### config.mk
export PLATFORM = sky130hd
export DESIGN_NAME = gen_fip_sign_mult_seq
export DESIGN_NICKNAME = d
export VERILOG_FILES = /design/src/rtl/gen_fip_sign_mult_seq.sv
export SDC_FILE = /design/constraint.sdc
export NUM_CORES = 1
export LEC_CHECK = 0
export ABC_AREA = 1
export CELL_PAD_IN_SITES_DETAIL_PLACEMENT = 1
export CELL_PAD_IN_SITES_GLOBAL_PLACEMENT = 1
export CORE_ASPECT_RATIO = 1.5
export CORE_MARGIN = 2
export CORE_UTILIZATION = 43
export CTS_CLUSTER_DIAMETER = 80
export DETAILED_ROUTE_END_ITERATION = 8
export GPL_TIMING_DRIVEN = 0
export PLACE_DENSITY = 0.87
export SYNTH_ARGS = -nofsm -noshare
export SYNTH_HDL_FRONTEND = slang
export SYNTH_SLANG_ARGS = --single-unit
### constraint.sdc
create_clock -name clk -period 2.9 [get_ports clk]
set_input_delay 0.435 -clock clk [delete_from_list [all_inputs] [get_ports clk]]
set_output_delay 0.435 -clock clk [all_outputs]
set_load 0.02 [all_outputs]
### src/rtl/gen_fip_sign_mult_seq.sv
// Multi-cycle signed fixed-point multiplier.
//
// Multiplies a signed Q(N1_INT_W).(N1_FRACT_W) multiplicand by a signed
// Q(N2_INT_W).(N2_FRACT_W) multiplier, consuming STEP_W multiplier bits per
// cycle, then converts the exact product to Q(RES_INT_W).(RES_FRACT_W) with
// truncation or round-half-up and saturating or wrapping overflow.
//
// Ports:
//   clk         rising-edge clock
//   rstn        asynchronous active-low reset
//   i_start_pls one-cycle start pulse; operands sampled in the same cycle
//   i_num1      signed fixed-point multiplicand
//   i_num2      signed fixed-point multiplier
//   o_busy      operation in progress (start cycle + 1 through done cycle)
//   o_done_pls  one-cycle pulse; o_res/o_ovf_flag valid from this cycle
//   o_res       formatted product, held until the next done
//   o_ovf_flag  formatted value differs from the exact (rounded) product
module gen_fip_sign_mult_seq #(
  parameter int unsigned N1_INT_W    = 1,
  parameter int unsigned N1_FRACT_W  = 5,
  parameter int unsigned N2_INT_W    = 1,
  parameter int unsigned N2_FRACT_W  = 5,
  parameter int unsigned RES_INT_W   = N1_INT_W + N2_INT_W,
  parameter int unsigned RES_FRACT_W = N1_FRACT_W + N2_FRACT_W,
  parameter int unsigned STEP_W      = 1,
  parameter int unsigned ROUND_MODE  = 0,
  parameter int unsigned SAT_EN      = 1
) (
  input  logic                                clk,
  input  logic                                rstn,
  input  logic                                i_start_pls,
  input  logic [N1_INT_W+N1_FRACT_W-1:0]      i_num1,
  input  logic [N2_INT_W+N2_FRACT_W-1:0]      i_num2,
  output logic                                o_busy,
  output logic                                o_done_pls,
  output logic [RES_INT_W+RES_FRACT_W-1:0]    o_res,
  output logic                                o_ovf_flag
);

  localparam int unsigned N1_W    = N1_INT_W + N1_FRACT_W;
  localparam int unsigned N2_W    = N2_INT_W + N2_FRACT_W;
  localparam int unsigned RES_W   = RES_INT_W + RES_FRACT_W;
  localparam int unsigned ITER    = (N2_W + STEP_W - 1) / STEP_W;
  // Multiplier register is padded to a whole number of chunks.
  localparam int unsigned M2_W    = ITER * STEP_W;
  localparam int unsigned PW      = N1_W + N2_W;
  localparam int unsigned P_INT   = N1_INT_W + N2_INT_W;
  localparam int unsigned P_FRACT = N1_FRACT_W + N2_FRACT_W;
  // Product re-aligned to the result fraction, with one spare integer bit
  // so a rounding carry cannot be lost before the range check.
  localparam int unsigned V_W     = P_INT + 1 + RES_FRACT_W;
  localparam int unsigned CNT_W   = (ITER > 1) ? $clog2(ITER) : 1;

  typedef enum logic [1:0] {StIdle, StMult, StFmt} state_e;

  state_e             state_q;
  logic [CNT_W-1:0]   cnt_q;
  logic [PW-1:0]      mcand_q;
  logic [M2_W-1:0]    mplier_q;
  logic [PW-1:0]      acc_q;
  logic               busy_q;
  logic               done_q;
  logic [RES_W-1:0]   res_q;
  logic               ovf_q;

  logic               last_chunk;
  logic [STEP_W-1:0]  chunk;
  logic [STEP_W:0]    chunk_ext;
  logic [PW-1:0]      pp;
  logic [PW-1:0]      acc_nxt;
  logic [V_W-1:0]     fmt_v;
  logic [RES_W-1:0]   res_fmt;
  logic               ovf_fmt;

  // ---------------------------------------------------------------------------
  // Partial product datapath
  // ---------------------------------------------------------------------------
  assign last_chunk = (cnt_q == CNT_W'(ITER - 1));
  assign chunk      = mplier_q[STEP_W-1:0];
  // Lower chunks are unsigned digits; the top chunk carries the sign weight.
  assign chunk_ext  = {last_chunk & chunk[STEP_W-1], chunk};
  // Modular PW-bit product is exact: the full signed product always fits.
  assign pp         = mcand_q * PW'($signed(chunk_ext));
  assign acc_nxt    = acc_q + pp;

  // ---------------------------------------------------------------------------
  // Fraction conversion of the final accumulator value
  // ---------------------------------------------------------------------------
  if (RES_FRACT_W >= P_FRACT) begin : g_frac_ext
    assign fmt_v = V_W'($signed(acc_nxt)) << (RES_FRACT_W - P_FRACT);
  end else begin : g_frac_drop
    localparam int unsigned D = P_FRACT - RES_FRACT_W;
    logic rnd_bit;
    // Round half up: floor(x + half LSB) == floor(x) + first dropped bit.
    assign rnd_bit = (ROUND_MODE != 0) ? acc_nxt[D-1] : 1'b0;
    assign fmt_v   = V_W'($signed(acc_nxt[PW-1:D])) + {{(V_W-1){1'b0}}, rnd_bit};
  end

  // ---------------------------------------------------------------------------
  // Integer conversion with overflow detection
  // ---------------------------------------------------------------------------
  if (RES_INT_W > P_INT) begin : g_int_ext
    assign res_fmt = RES_W'($signed(fmt_v));
    assign ovf_fmt = 1'b0;
  end else begin : g_int_chk
    logic [V_W-RES_W:0] top;
    logic [RES_W-1:0]   sat_max;
    logic [RES_W-1:0]   sat_min;
    // In range iff every bit from the result sign bit upward is identical.
    assign top     = fmt_v[V_W-1:RES_W-1];
    assign ovf_fmt = ~((&top) | ~(|top));
    assign sat_max = {RES_W{1'b1}} >> 1;
    assign sat_min = ~sat_max;
    assign res_fmt = (ovf_fmt && (SAT_EN != 0)) ? (fmt_v[V_W-1] ? sat_min : sat_max)
                                                : fmt_v[RES_W-1:0];
  end

  // ---------------------------------------------------------------------------
  // Control FSM and registered outputs
  // ---------------------------------------------------------------------------
  // The last MULT edge both folds in the final partial product and registers
  // the formatted result, so o_res is already valid during the FMT cycle.
  always_ff @(posedge clk or negedge rstn) begin
    if (!rstn) begin
      state_q  <= StIdle;
      cnt_q    <= '0;
      mcand_q  <= '0;
      mplier_q <= '0;
      acc_q    <= '0;
      busy_q   <= 1'b0;
      done_q   <= 1'b0;
      res_q    <= '0;
      ovf_q    <= 1'b0;
    end else begin
      done_q <= 1'b0;
      unique case (state_q)
        StIdle: begin
          if (i_start_pls) begin
            mcand_q  <= PW'($signed(i_num1));
            mplier_q <= M2_W'($signed(i_num2));
            acc_q    <= '0;
            cnt_q    <= '0;
            busy_q   <= 1'b1;
            state_q  <= StMult;
          end
        end
        StMult: begin
          acc_q    <= acc_nxt;
          mcand_q  <= mcand_q << STEP_W;
          mplier_q <= mplier_q >> STEP_W;
          if (last_chunk) begin
            cnt_q   <= '0;
            res_q   <= res_fmt;
            ovf_q   <= ovf_fmt;
            done_q  <= 1'b1;
            state_q <= StFmt;
          end else begin
            cnt_q <= cnt_q + CNT_W'(1);
          end
        end
        StFmt: begin
          busy_q  <= 1'b0;
          state_q <= StIdle;
        end
        default: begin
          busy_q  <= 1'b0;
          state_q <= StIdle;
        end
      endcase
    end
  end

  assign o_busy     = busy_q;
  assign o_done_pls = done_q;
  assign o_res      = res_q;
  assign o_ovf_flag = ovf_q;

endmodule

==> flow_metrics.env, run 1 <==
export IMPL_worstSetupPathType="register to register"
export IMPL_worstSetupEndpointType="register"
export IMPL_synthDistinctLibCells=40
export IMPL_synth_top_cell_area_share_pct=40.88
export IMPL_power_frac_comb_pct=64.7
export IMPL_max_freq_mhz=344.8
export IMPL_finalWorstSetupSlack_ns=-0.00005307
export IMPL_drv_slew=0
export IMPL_cts_inserted_buffers=5
export IMPL_synthCells=369
export IMPL_grt_overflow=0
export IMPL_powerDensity_nw_per_um2=1310
export IMPL_finalSetupViolCount=1
export IMPL_ant_nets=0
export IMPL_yosysTopAreaCell="dfrtp_1"
export IMPL_pwr_share_clk_pct=10.2
export IMPL_worst_slew_pin_slew_ns=0.6243
export IMPL_violations="negative setup slack"
export IMPL_min_period_over_period_pct=100.0
export IMPL_clock_latency_ns=0.32
export IMPL_vias=2721
export IMPL_status="complete, but fails checks"
export IMPL_synth_edf_count=0
export IMPL_seqPwrFrac_pct=25.1
export IMPL_dieArea_um2=7673
export IMPL_cp_max_fo=8
export IMPL_gp_congestion=0.8975
export IMPL_fin_setup_tns_ns=-0.00005307
export IMPL_wire_per_inst_um=18.14
export IMPL_arrival_ns=3.15
export IMPL_io_pins=30
export IMPL_cts_buffer_depth=2
export IMPL_start_util_pct=44.07
export IMPL_synthToLayoutAreaGrowth_pct=23.11
export IMPL_drive_above_1_share_pct=16.50
export IMPL_vias_per_cell=5.553
export IMPL_rsz0062_at_grt="yes"
export IMPL_p_leak_uw=0.001859
export IMPL_slowest_stage="fa_1"
export IMPL_slew_headroom_pct=58.38
export IMPL_p_total_uw=4837
export IMPL_grt_max_degree=26
export IMPL_crit_chain="inv_2 > nand4_4 > buf_4 > nor2_1 > fa_1 > ha_1 > nand2_1 > nor2_1 > a21oi_1 > xnor2_1 > nand2_1 > o21ai_1"
export IMPL_clk_pin_slew_ns=0.09
export IMPL_hold_slack_ns=0.1194
export IMPL_cts_sinks=49
export IMPL_p_int_uw=2419
export IMPL_min_path_type="input port to async pin"
export IMPL_ys_ff_latch=49
export IMPL_coreArea_um2=6805
export IMPL_critPathMaxStageDelay_ns=0.51
export IMPL_dr_pass1_iters=4
export IMPL_dieWidth_um=72.19
export IMPL_drtIter0Drc=122
export IMPL_layout_min_cycle_time_ns=2.900
export IMPL_num_antenna_cells=0
export IMPL_antenna_found_initial=0
export IMPL_synthTopCellsByCount="nand2_1, inv_1, dfrtp_1"
export IMPL_grt_usage_pct=23.30
export IMPL_skew_ns=0.009566
export IMPL_h_tree_depth=2
export IMPL_synth_area_um2=2999
export IMPL_tritoncts="done"
export IMPL_syn_num_nets=406
export IMPL_avgSynthCellArea_um2=8.128
export IMPL_worstSetupStartpointType="register"
export IMPL_cap_violations=0
export IMPL_die_h_um=106.3
export IMPL_async_reset_ff_share_pct=100.0
export IMPL_cp_required_ns=3.15
export IMPL_synthTopCellsByArea="dfrtp_1, nand2_1, inv_1"
export IMPL_drc=0
export IMPL_finalHoldViolCount=0
export IMPL_p_sw_share_pct=50.00
export IMPL_dp_cells=476
export IMPL_power_switching_uw=2419
export IMPL_ys_warn_count=0
export IMPL_fillers=825
export IMPL_final_cells=490
export IMPL_synth_ff_type="dfrtp_1"
export IMPL_synth_most_common_cell="nand2_1"
export IMPL_cts_root_buf="clkbuf_8"
export IMPL_peakVddDrop_mv=0.5925
export IMPL_final_nets=449
export IMPL_grt_pass1_vias=2904
export IMPL_row_count=37
export IMPL_drt_total_wl_mm=8.891
export IMPL_port_buffers=28
export IMPL_seq_area_frac_synth_pct=40.88
export IMPL_grt_pass1_wl_mm=13.69
export IMPL_place_hpwl_mm=6.222
[per-layer routing]
metal  wire length [um]  up-vias  track usage [%]
met1               3192     1337            24.09
met2               4901       83            43.71
met4                477        0            11.59
met3                319       41            3.791
met5                  0        -                0
li1                   -     1260                -
[final cells by class]
| class | count | area (um2) | area share [%] |
|---|---|---|---|
| clock buffers | 5 | 68.82 | 1.864 |
| flip-flops and latches | 49 | 1229 | 33.28 |
| plain buffers | 9 | 51.30 | 1.389 |
| inverters | 64 | 245.2 | 6.642 |
| multi-input cells | 247 | 1613 | 43.68 |
| well taps | 78 | 97.59 | 2.643 |
| clock inverters | 2 | 35.03 | 0.9488 |
| repair buffers | 35 | 347.8 | 9.421 |
| repair inverters | 1 | 5.005 | 0.1355 |
[path summary, 6_finish.rpt]
path	startpoint	end	slack, ns	depth (start not counted)
hold / removal	rstn	o_busy	0.12	1
hold reg to reg	o_res[8]	o_res[8]	0.48	2
setup reg to reg	cnt_q[1]	acc_q[5]	-0.00005	12
min in group clk	o_res[8]	o_res[8]	0.48	2
max in group asynchronous	rstn	o_res[5]	2.23	2
setup / recovery	cnt_q[1]	acc_q[5]	-0.00005	12
[cell usage in the layout, fill, tap and decap left out, types with 3 or more instances in the layout]
cell type	Yosys	layout
nand2_2	1	4
a221oi_1	5	5
nor2_1	20	17
nand4_1	3	3
ha_1	11	4
nand3_1	21	17
o22ai_1	4	4
nor2_2	0	3
inv_1	59	58
nor4_1	4	4
o21ai_0	10	9
nand2_1	101	98
o21ai_1	12	13
ha_2	0	3
clkdlybuf4s50_1	0	27
nor2_4	3	3
o211ai_1	3	3
buf_4	1	7
nand3_2	1	5
inv_2	4	5
clkbuf_8	0	5
ha_4	0	4
buf_2	4	5
dfrtp_1	49	47
fa_1	11	10
a21oi_1	14	12
[critical path, delay by kind of cell (launching register included)]
| family | cells | cell delay, ns |
|---|---|---|
| and+or+nand+nor | 5 | 0.75 |
| xor gates and xnor gates | 1 | 0.27 |
| AOI/OAI and AO/OA | 2 | 0.22 |
| buffers and inverters | 2 | 0.34 |
| DFF | 1 | 0.42 |
| adders and majority gates | 2 | 0.82 |
[state kept, by name, summed over array words and instances, names as in the netlist]
signal and flops:
o_busy 1, cnt_q 3, mplier_q 6, state_q 2, o_done_pls 1, acc_q 12, o_res 12, mcand_q 12
[cells by family after synthesis]
logic type,count (synthesis),share of synthesized area [%]
adder cells (fa/ha/maj),22,11.93
other,1,0.1250
AO/OA/AOI/OAI,58,11.77
buffers and inverters,73,9.720
flip-flops,49,40.88
AND/OR/NAND/NOR,162,24.41
XOR/XNOR,4,1.168
[timing repair]
item	CTS	global route
resized for setup	8	26
setup endpoints to repair	10	14
hold buffers	0	0
pin swaps	0	1
endpoints found under the hold margin	0	0
buffers inserted	1	5
gates cloned	0	1
[power groups by stage]
stage	logic, uW	registers [uW]	clock network [uW]
global route	3480	1260	522
global placement	2550	1190	0
floorplan	1810	1270	0
detailed placement	2690	1220	0
finish	3130	1220	493
CTS	2780	1210	503
[stage by stage]
stage          util (%)  worst slack, ns  area (um2)
3_5_place_dp      49.95          -0.1079        3400
6_report          54.26      -0.00005307        3692
2_1_floorplan         -           0.3261        2999
4_1_cts           52.03          0.03109        3541
5_1_grt           54.26          -0.1315        3692
3_3_place_gp      49.62         -0.01319        3377
Power figures use the tool's default switching activity.
==> run 2: changes to the inputs <==
Settings changed: SKIP_CTS_REPAIR_TIMING from default to 1, SLEW_MARGIN from default to 20.
==> flow_metrics.env, run 2 (synthesized netlist as in run 1, its figures left out) <==
export IMPL_grt_max_degree=26
export IMPL_min_path_type="input port to async pin"
export IMPL_worstSetupStartpointType="register"
export IMPL_ant_nets=0
export IMPL_slew_headroom_pct=58.43
export IMPL_p_sw_share_pct=49.84
export IMPL_grt_usage_pct=22.84
export IMPL_hold_slack_ns=0.1237
export IMPL_dieArea_um2=7673
export IMPL_final_nets=448
export IMPL_layout_min_cycle_time_ns=2.878
export IMPL_dieWidth_um=72.19
export IMPL_grt_pass1_wl_mm=13.42
export IMPL_p_leak_uw=0.001855
export IMPL_cp_required_ns=3.16
export IMPL_drive_above_1_share_pct=15.57
export IMPL_clk_pin_slew_ns=0.09
export IMPL_worst_slew_pin_slew_ns=0.6235
export IMPL_post_place_ws_ns=-0.1079
export IMPL_cts_buffer_depth=2
export IMPL_cp_common_cell="nand2_1"
export IMPL_vias_per_cell=5.552
export IMPL_h_tree_depth=2
export IMPL_drtIter0Drc=84
export IMPL_row_count=37
export IMPL_num_antenna_cells=0
export IMPL_slowest_stage="fa_1"
export IMPL_cts_sinks=49
export IMPL_skew_ns=0.007559
export IMPL_finalHoldViolCount=0
export IMPL_place_area_um2=3400
export IMPL_seqPwrFrac_pct=25.0
export IMPL_wire_per_inst_um=18.62
export IMPL_max_freq_mhz=347.5
export IMPL_power_frac_comb_pct=65.0
export IMPL_final_cells=489
export IMPL_worstSetupPathType="register to register"
export IMPL_multiInputGateArea_um2=1620
export IMPL_cts_root_buf="clkbuf_8"
export IMPL_powerDensity_nw_per_um2=1320
export IMPL_drv_slew=0
export IMPL_synthToLayoutAreaGrowth_pct=23.11
export IMPL_antenna_found_initial=0
export IMPL_fillers=823
export IMPL_final_common_cell="nand2_1"
export IMPL_gp_congestion=0.8975
export IMPL_cap_violations=0
export IMPL_p_int_uw=2445
export IMPL_finalSetupViolCount=0
export IMPL_utilization_pct=54.26
export IMPL_min_period_over_period_pct=99.24
export IMPL_seq_area_um2=1229
export IMPL_coreArea_um2=6805
export IMPL_finalInstanceArea_um2=3692
export IMPL_worstSetupEndpointType="register"
export IMPL_dp_cells=476
export IMPL_drt_total_wl_mm=9.104
export IMPL_crit_chain="inv_2 > nand4_4 > buf_4 > nor2_1 > fa_1 > ha_1 > nand2_1 > nor2_1 > nand3_1 > nand3_2 > xor2_2 > nand2_1 > nand2_1"
export IMPL_die_h_um=106.3
export IMPL_tritoncts="done"
export IMPL_arrival_ns=3.13
export IMPL_vias=2715
export IMPL_final_cell_mix="nand2_1, inv_1, dfrtp_1"
export IMPL_grt_overflow=0
export IMPL_power_switching_uw=2429
export IMPL_place_hpwl_mm=6.222
export IMPL_drc=0
export IMPL_dr_pass1_iters=4
export IMPL_clock_latency_ns=0.31
export IMPL_cp_max_fo=8
export IMPL_finalWorstSetupSlack_ns=0.02192
export IMPL_io_pins=30
export IMPL_status="complete, no violations"
export IMPL_start_util_pct=44.07
export IMPL_cts_inserted_buffers=5
export IMPL_pwr_share_clk_pct=10.0
export IMPL_grt_pass1_vias=2852
export IMPL_critPathMaxStageDelay_ns=0.52
export IMPL_port_buffers=28
export IMPL_peakVddDrop_mv=0.5533
-- run 2: cell types whose count changed in the layout (fill, tap and decap cells not counted), sizes merged --
| cell | previous run | this run |
|---|---|---|
| buf | 15 | 14 |
-- run 2: metal layers --
metal	GRT usage, %	wire [um]	up-vias
met5	0	0	-
met4	12.80	423	0
li1	-	-	1253
met1	23.45	3330	1347
met3	3.697	315	36
met2	42.33	5034	79
-- run 2: cell type report --
| type | count | area share [%] |
|---|---|---|
| Timing Repair inverter | 1 | 0.1355 |
| Buffer | 9 | 1.389 |
| Multi-Input combinational cell | 247 | 43.88 |
| Sequential cell | 49 | 33.28 |
| Timing Repair Buffer | 34 | 9.217 |
| Tap cell | 78 | 2.643 |
| Clock inverter | 2 | 0.9488 |
| Inverter | 64 | 6.642 |
| Clock buffer | 5 | 1.864 |
-- run 2: worst max-delay path: cells and delay by family, from the launching register on --
kind,cells,cell delay [ns]
and+or+nand+nor,8,1.06
adders and majority gates,2,0.84
DFF,1,0.40
buffers and inverters,2,0.34
xor gates and xnor gates,1,0.19
-- run 2: worst paths after layout --
kind                           from        to  slack (ns)  depth (start not counted)
hold / removal                 rstn    o_busy        0.12                          1
min in group clk           o_res[8]  o_res[8]        0.48                          2
setup reg to reg           cnt_q[1]  o_res[9]        0.02                         13
max in group asynchronous      rstn  o_res[5]        2.23                          2
setup / recovery           cnt_q[1]  o_res[9]        0.02                         13
hold reg to reg            o_res[8]  o_res[8]        0.48                          2
-- run 2: power groups by stage --
stage	Sequential [uW]	Combinational [uW]	Clock (uW)
after floorplan	1270	1810	0
after global placement	1190	2550	0
after detailed placement	1220	2690	0
after CTS	1200	2720	503
after global routing	1250	3500	521
final	1220	3170	486
-- run 2: per-stage QoR --
stage                     total power (uW)  TNS [ns]
final                                 4874         0
after global routing                  5277   -0.8610
after CTS                             4425   -0.7009
after detailed placement              3910   -0.4599
after global placement                3736   -0.5157
after floorplan                       3072         0
==> run 3: changes to the inputs <==
Settings changed: CAP_MARGIN from default to 20, SLEW_MARGIN 20 to 25.
==> flow_metrics.env, run 3 (synthesized netlist as in run 1, its figures left out) <==
export IMPL_status="complete, no violations"
export IMPL_final_common_cell="nand2_1"
export IMPL_utilization_pct=54.33
export IMPL_grt_pass1_vias=2916
export IMPL_cap_violations=0
export IMPL_finalInstanceArea_um2=3697
export IMPL_dieWidth_um=72.19
export IMPL_worst_slew_pin_slew_ns=0.6181
export IMPL_cts_root_buf="clkbuf_8"
export IMPL_drc=0
export IMPL_final_nets=450
export IMPL_vias=2686
export IMPL_drt_total_wl_mm=8.617
export IMPL_row_count=37
export IMPL_clk_pin_slew_ns=0.09
export IMPL_ant_nets=0
export IMPL_worstSetupStartpointType="register"
export IMPL_antenna_found_initial=0
export IMPL_drive_above_1_share_pct=16.46
export IMPL_tritoncts="done"
export IMPL_io_pins=30
export IMPL_coreArea_um2=6805
export IMPL_dr_pass1_iters=4
export IMPL_drv_slew=0
export IMPL_layout_min_cycle_time_ns=2.820
export IMPL_dieArea_um2=7673
export IMPL_fin_setup_tns_ns=0
export IMPL_cts_inserted_buffers=5
export IMPL_gp_congestion=0.8975
export IMPL_slew_headroom_pct=58.80
export IMPL_start_util_pct=44.07
export IMPL_wire_per_inst_um=17.55
export IMPL_finalSetupViolCount=0
export IMPL_synthToLayoutAreaGrowth_pct=23.28
export IMPL_vias_per_cell=5.470
export IMPL_num_antenna_cells=0
export IMPL_cp_required_ns=3.16
export IMPL_powerDensity_nw_per_um2=1316
export IMPL_cts_sinks=49
export IMPL_place_area_um2=3374
export IMPL_max_freq_mhz=354.6
export IMPL_min_period_over_period_pct=97.23
export IMPL_h_tree_depth=2
export IMPL_peakVddDrop_mv=0.4525
export IMPL_port_buffers=28
export IMPL_place_hpwl_mm=5.949
export IMPL_drtIter0Drc=153
export IMPL_finalHoldViolCount=0
export IMPL_min_path_type="input port to async pin"
export IMPL_grt_usage_pct=23.04
export IMPL_cp_max_fo=8
export IMPL_grt_overflow=0
export IMPL_skew_ns=0.005023
export IMPL_grt_max_degree=50
export IMPL_cts_buffer_depth=2
export IMPL_p_total_uw=4866
export IMPL_p_leak_uw=0.001859
export IMPL_worstSetupPathType="register to register"
export IMPL_final_cell_mix="nand2_1, inv_1, dfrtp_1"
export IMPL_arrival_ns=3.08
export IMPL_grt_pass1_wl_mm=13.61
export IMPL_worstSetupEndpointType="register"
export IMPL_clock_latency_ns=0.31
export IMPL_die_h_um=106.3
## run 3: metal layers
layer	part of all wire, %	wire [um]	track usage [%]	vias up
met3	3.0	259	4.265	22
met4	3.4	293	12.13	0
met2	56	4812	42.01	65
met1	38	3252	24.32	1339
met5	0	0	0	-
li1	-	-	-	1260
## run 3: per-stage QoR
stage | setup slack [ns] | cells | hold WS (ns)
floorplan | 0.3261 | 369 | 0.1394
global placement | -0.01319 | 475 | 0.4607
detailed placement | -0.09741 | 475 | 0.4641
CTS | -0.1776 | 482 | 0.1579
global route | -0.1142 | 491 | 0.1734
finish | 0.08028 | 491 | 0.1318
## run 3: layout make-up
cell class	count	area [um2]
Sequential cell	49	1229
Fill cell	830	3108
Inverter	64	245.2
Clock inverter	2	35.03
Clock buffer	5	68.82
Timing Repair inverter	1	5.005
Tap cell	78	97.59
Buffer	9	51.30
Timing Repair Buffer	36	337.8
Multi-Input combinational cell	247	1628
## run 3: worst paths after layout
kind	startpoint	endpoint	slack, ns	depth (start not counted)
hold / removal	rstn	o_busy	0.13	1
setup reg to reg	cnt_q[0]	acc_q[9]	0.08	12
min in group clk	o_res[10]	o_res[10]	0.48	2
hold reg to reg	o_res[10]	o_res[10]	0.48	2
max in group asynchronous	rstn	mplier_q[0]	2.31	1
setup / recovery	cnt_q[0]	acc_q[9]	0.08	12
## run 3: worst max-delay path: stages (launching register included)
cell and delay [ns]:
dfrtp_2 0.45, nand4_4 0.21, or2_2 0.34, fa_1 0.52
inv_1 0.08, ha_4 0.31, nand2_2 0.12, nor2_2 0.16
nand3_1 0.11, nand3_2 0.14, xor2_2 0.19, nand2_1 0.07
nand2_1 0.06
## run 3: power by group
group	switching (uW)	internal, uW
clock network	236	251
registers	210	1010
logic	1960	1200
total	2410	2460
